`src/rtl/multicycle_ctrl.sv`:
```
// Multicycle controller for an ADDI/BNE subset.
// FETCH -> DECODE -> EXEC [-> WB] -> FETCH, with a sticky HALT.
module multicycle_ctrl (
  input  logic        clk,
  input  logic        rst,
  input  logic [31:0] instr,
  input  logic        instr_valid,
  input  logic        EQ,
  output logic        ir_load,
  output logic [11:0] imm_imm,
  output logic [11:0] imm_branch,
  output logic        ImmSrc,
  output logic        ALUsrc,
  output logic        RegWrite,
  output logic        pc_en,
  output logic        PCsrc,
  output logic        illegal,
  output logic [15:0] retired
);

  typedef enum logic [2:0] {
    FETCH,
    DECODE,
    EXEC,
    WB,
    HALT
  } state_t;

  typedef enum logic [1:0] {
    C_NONE,
    C_ADDI,
    C_BNE
  } cls_t;

  state_t      state;
  cls_t        cls;
  logic [31:0] ir;
  logic        dec_addi;
  logic        dec_bne;
  logic        unused;

  // Classify the incoming word so the decoded selects are
  // already registered when the FSM sits in DECODE.
  always_comb begin
    dec_addi = (instr[6:0] == 7'b0010011) &&
               (instr[14:12] == 3'b000);
    dec_bne  = (instr[6:0] == 7'b1100011) &&
               (instr[14:12] == 3'b001);
  end

  // Main FSM: IR capture, decoded class, sticky flag, retire count.
  always_ff @(posedge clk) begin
    if (rst) begin
      state   <= FETCH;
      cls     <= C_NONE;
      ir      <= '0;
      ImmSrc  <= 1'b0;
      ALUsrc  <= 1'b0;
      illegal <= 1'b0;
      retired <= '0;
    end else begin
      unique case (state)
        FETCH: begin
          if (instr_valid) begin
            ir     <= instr;
            ImmSrc <= dec_addi;
            ALUsrc <= dec_addi;
            if (dec_addi)
              cls <= C_ADDI;
            else if (dec_bne)
              cls <= C_BNE;
            else
              cls <= C_NONE;
            state  <= DECODE;
          end
        end
        DECODE: begin
          if (cls == C_NONE) begin
            illegal <= 1'b1;
            state   <= HALT;
          end else begin
            state <= EXEC;
          end
        end
        EXEC: begin
          if (cls == C_BNE) begin
            retired <= retired + 16'd1;
            state   <= FETCH;
          end else begin
            state <= WB;
          end
        end
        WB: begin
          retired <= retired + 16'd1;
          state   <= FETCH;
        end
        HALT: state <= HALT;
        default: state <= FETCH;
      endcase
    end
  end

  // Pulses decode from state; rst masks any pending enable.
  assign ir_load  = ~rst & (state == FETCH) & instr_valid;
  assign RegWrite = ~rst & (state == WB);
  assign pc_en    = ~rst & ((state == WB) |
                    ((state == EXEC) & (cls == C_BNE)));
  assign PCsrc    = ~rst & (state == EXEC) &
                    (cls == C_BNE) & ~EQ;

  assign imm_imm    = ir[31:20];
  assign imm_branch = {ir[31], ir[7], ir[30:25], ir[11:8]};

  // Register-number fields are not needed by this controller.
  assign unused = ^{instr[19:15], ir[19:12], ir[6:0]};

endmodule
```
`config.mk`:
```
export PLATFORM = sky130hd
export DESIGN_NAME = multicycle_ctrl
export DESIGN_NICKNAME = d
export VERILOG_FILES = /design/src/rtl/multicycle_ctrl.sv
export SDC_FILE = /design/constraint.sdc
export NUM_CORES = 1
export LEC_CHECK = 0
export CAP_MARGIN = 10
export CORE_MARGIN = 2
export CORE_UTILIZATION = 25
export DETAILED_ROUTE_END_ITERATION = 12
export DONT_BUFFER_PORTS = 1
export GPL_ROUTABILITY_DRIVEN = 0
export SYNTH_ARGS = -nofsm -noshare
export SYNTH_HDL_FRONTEND = slang
export SYNTH_SLANG_ARGS = --single-unit
```
`constraint.sdc`:
```
create_clock -name clk -period 3.93 [get_ports clk]
set_input_delay 1.179 -clock clk [delete_from_list [all_inputs] [get_ports clk]]
set_output_delay 1.179 -clock clk [all_outputs]
set_load 0.01 [all_outputs]
```
==> results.cfg <==
[run_status]
status = complete, no violations

[hold_path]
worst_min_path_class = reg2reg

[synth]
synth_area_per_cell_um2 = 8.43
postSynthCellCount = 210
dominantRegCellSynth = dfxtp_1
synth_top_family_by_area = simple AND/OR/NAND/NOR gates
ys_seq_area_frac = 0.441
synth-edff-count = 0
synth.largest_area_cell = dfxtp_1
yosys_top_cell_area_share = 0.441
synth-adder-area-share = 0.00707
synth.yosys.warnings = 0
synthArstFlopShare = 0
netlist-cell-type-count = 38
synth_mux_area_frac = 0.0120
synth-seq-cells = 39
synth_area_mm2 = 0.00177
synth_simple_gate_area_frac = 0.253
ys_top_cells_by_area = dfxtp_1, nand2_1, a21oi_1, buf_4, nor2_1
post_synth_xor_area_fraction = 0.0396
net_count_of_the_mapped_netlist = 247
complex_gate_fraction_of_the_synthesized_area = 0.163

[placement]
worst_case_setup_slack_after_placement_ps = 1110
dp.final_hpwl_um = 2770
port_buffers = 0

[global_route]
initial_antenna_violation_count = 0
grt_max_degree = 43
grtUsageTotal = 0.104
grt_first_pass_wirelength_um = 6210
grt_overflow = 0
vias_in_the_first_global_route = 1278

[finish]
area_delta_synth_final_pct = 6.71
leading_cell_type_in_the_layout_fill_and_taps_excluded = nand2_1
num_antenna_cells = 0
drive_gt1_frac = 0.0657
layout_common_cells = nand2_1, dfxtp_1, a21oi_1
fin_nets = 234

[clock_network]
ctsLongestPathBuffers = 2
cts_resized = 0
ctsHoldBuffers = 0
worst_skew_pair_later_pin_latency_ps = 280
cts_buffers = 5
post-cts-setup-buffers = 0
cts.sinks = 39
clkSlewWorstSetupHoldPaths_ps = 80
cts-htree-levels = 2
root_buffer_master = clkbuf_8
tritoncts_clock_tree = built

[setup_path]
timing.critical_path.from_type = flop
setup.worst_path.class = reg2out
critPathSlowestCell = dfxtp_1
critical_path_buf_inv_count = 0
cp_slowest_stage_delay_ps = 530
timing.critical_path.arrival_ps = 1740
cp_top_family = flip-flops
cp_max_fo = 8
worstPathRequired_ps = 2750
cp-end-kind = primary output
worstPathCellList = and2b_1 -> o21ai_0 -> nor2_1

[power_and_ir_drop]
static-leakage-power_nw = 0.633
vdd_ir_drop_max_mv = 0.205
pwr_density_cell_mw_per_mm2 = 540

[drt]
avgViaCountPerCell = 4.53
drt_pass1_iterations = 4
routed_wire_length_per_instance_um = 13.1
via_count = 1332
drt-initial-drc-count = 60
drc_errors = 0
finalWirelength_um = 3860
postRouteAntennaNets = 0

[sta]
final-hold-violation-count = 0
finalSetupViolations = 0
finalClockSkew_ps = 5.10
fmax_mhz = 343
tightest_slew_ps = 705
setup_repair_after_global_routing_missed_its_margin = no
fraction_of_the_cycle_the_final_worst_path_needs = 0.743
worst_slack_ps = 1010
final_period_minus_worst_setup_slack_ps = 2920
fin_setup_tns_ps = 0
slew_viol_final = 0
max-slew-margin-rel = 0.530

[run]
drv.max_cap_violation_count = 0

[floorplan]
core_area_mm2 = 0.00683
rows = 30
floorplan.die.height_um = 88.2
initial_util = 0.259
die_x_um = 88.2
die-area_mm2 = 0.00777
io_pins = 83
## per-layer routing
metal	global-route usage	wire [um]	vias to the layer above
met5	0	0	-
met4	0.0317	19	0
met3	0.0537	371	2
met2	0.169	1840	41
met1	0.119	1630	600
li1	-	-	689
## report_power, final
group	switching, mW	leakage (nW)	internal (mW)
combinational	0.0768	0.250	0.0481
sequential	0.0695	0.317	0.433
clock	0.139	0.0654	0.254
total	0.286	0.633	0.735
## final cells by class
type | instances | area [um^2]
Inverter | 2 | 7.51
Multi-Input combinational cell | 148 | 841
Clock inverter | 2 | 60.1
Tap cell | 96 | 120
Fill cell | 755 | 4940
Clock buffer | 6 | 72.6
Sequential cell | 39 | 781
Timing Repair Buffer | 1 | 7.51
## state kept, by name, summed over array words and instances, names as in the netlist
register  flops
retired      16
cls           2
state         3
illegal       1
ir           17
## synth_stat cells, types with 2 or more instances
master,n
a21oi_1,28
a31oi_1,2
and2b_1,2
and3_1,4
and4_1,2
buf_2,2
buf_4,10
buf_6,3
clkbuf_1,6
dfxtp_1,39
inv_1,2
nand2_1,41
nand3_1,5
nor2_1,15
nor4_1,4
o211ai_1,3
o21ai_0,7
o31ai_1,3
or3_1,5
or4_1,3
xnor2_1,3
xor2_1,5
## worst min-delay path, delay by kind of cell (launching register included)
kind | cells | cell delay, ps
and+or+nand+nor | 1 | 60
AOI/OAI and AO/OA | 1 | 50
DFF | 1 | 340
## cell families after synthesis
kind of cell	after synthesis
simple gates	91
compound gates	46
flops	39
buf+inv	23
xor+xnor	8
mux	2
fa+ha+maj	1
## metrics by stage
stage | instances | total power [mW] | hold slack [ps] | instance area, um^2 | util
floorplan | 210 | 0.637 | 471 | 1770 | -
global placement | 286 | 0.636 | 483 | 1760 | 0.257
detailed placement | 286 | 0.641 | 486 | 1760 | 0.257
CTS | 294 | 1.04 | 496 | 1890 | 0.277
global route | 294 | 1.08 | 535 | 1890 | 0.277
finish | 294 | 1.02 | 496 | 1890 | 0.277
## path summary, 6_finish.rpt
check	startpoint	end	slack, ps	cells after the start
max	cls[0]	pc_en	1010	3
min	cls[1]	cls[1]	500	2
max reg2reg	cls[0]	retired[15]	2000	4
min reg2reg	cls[1]	cls[1]	500	2
Note: power is estimated with default switching activity, not from simulation.
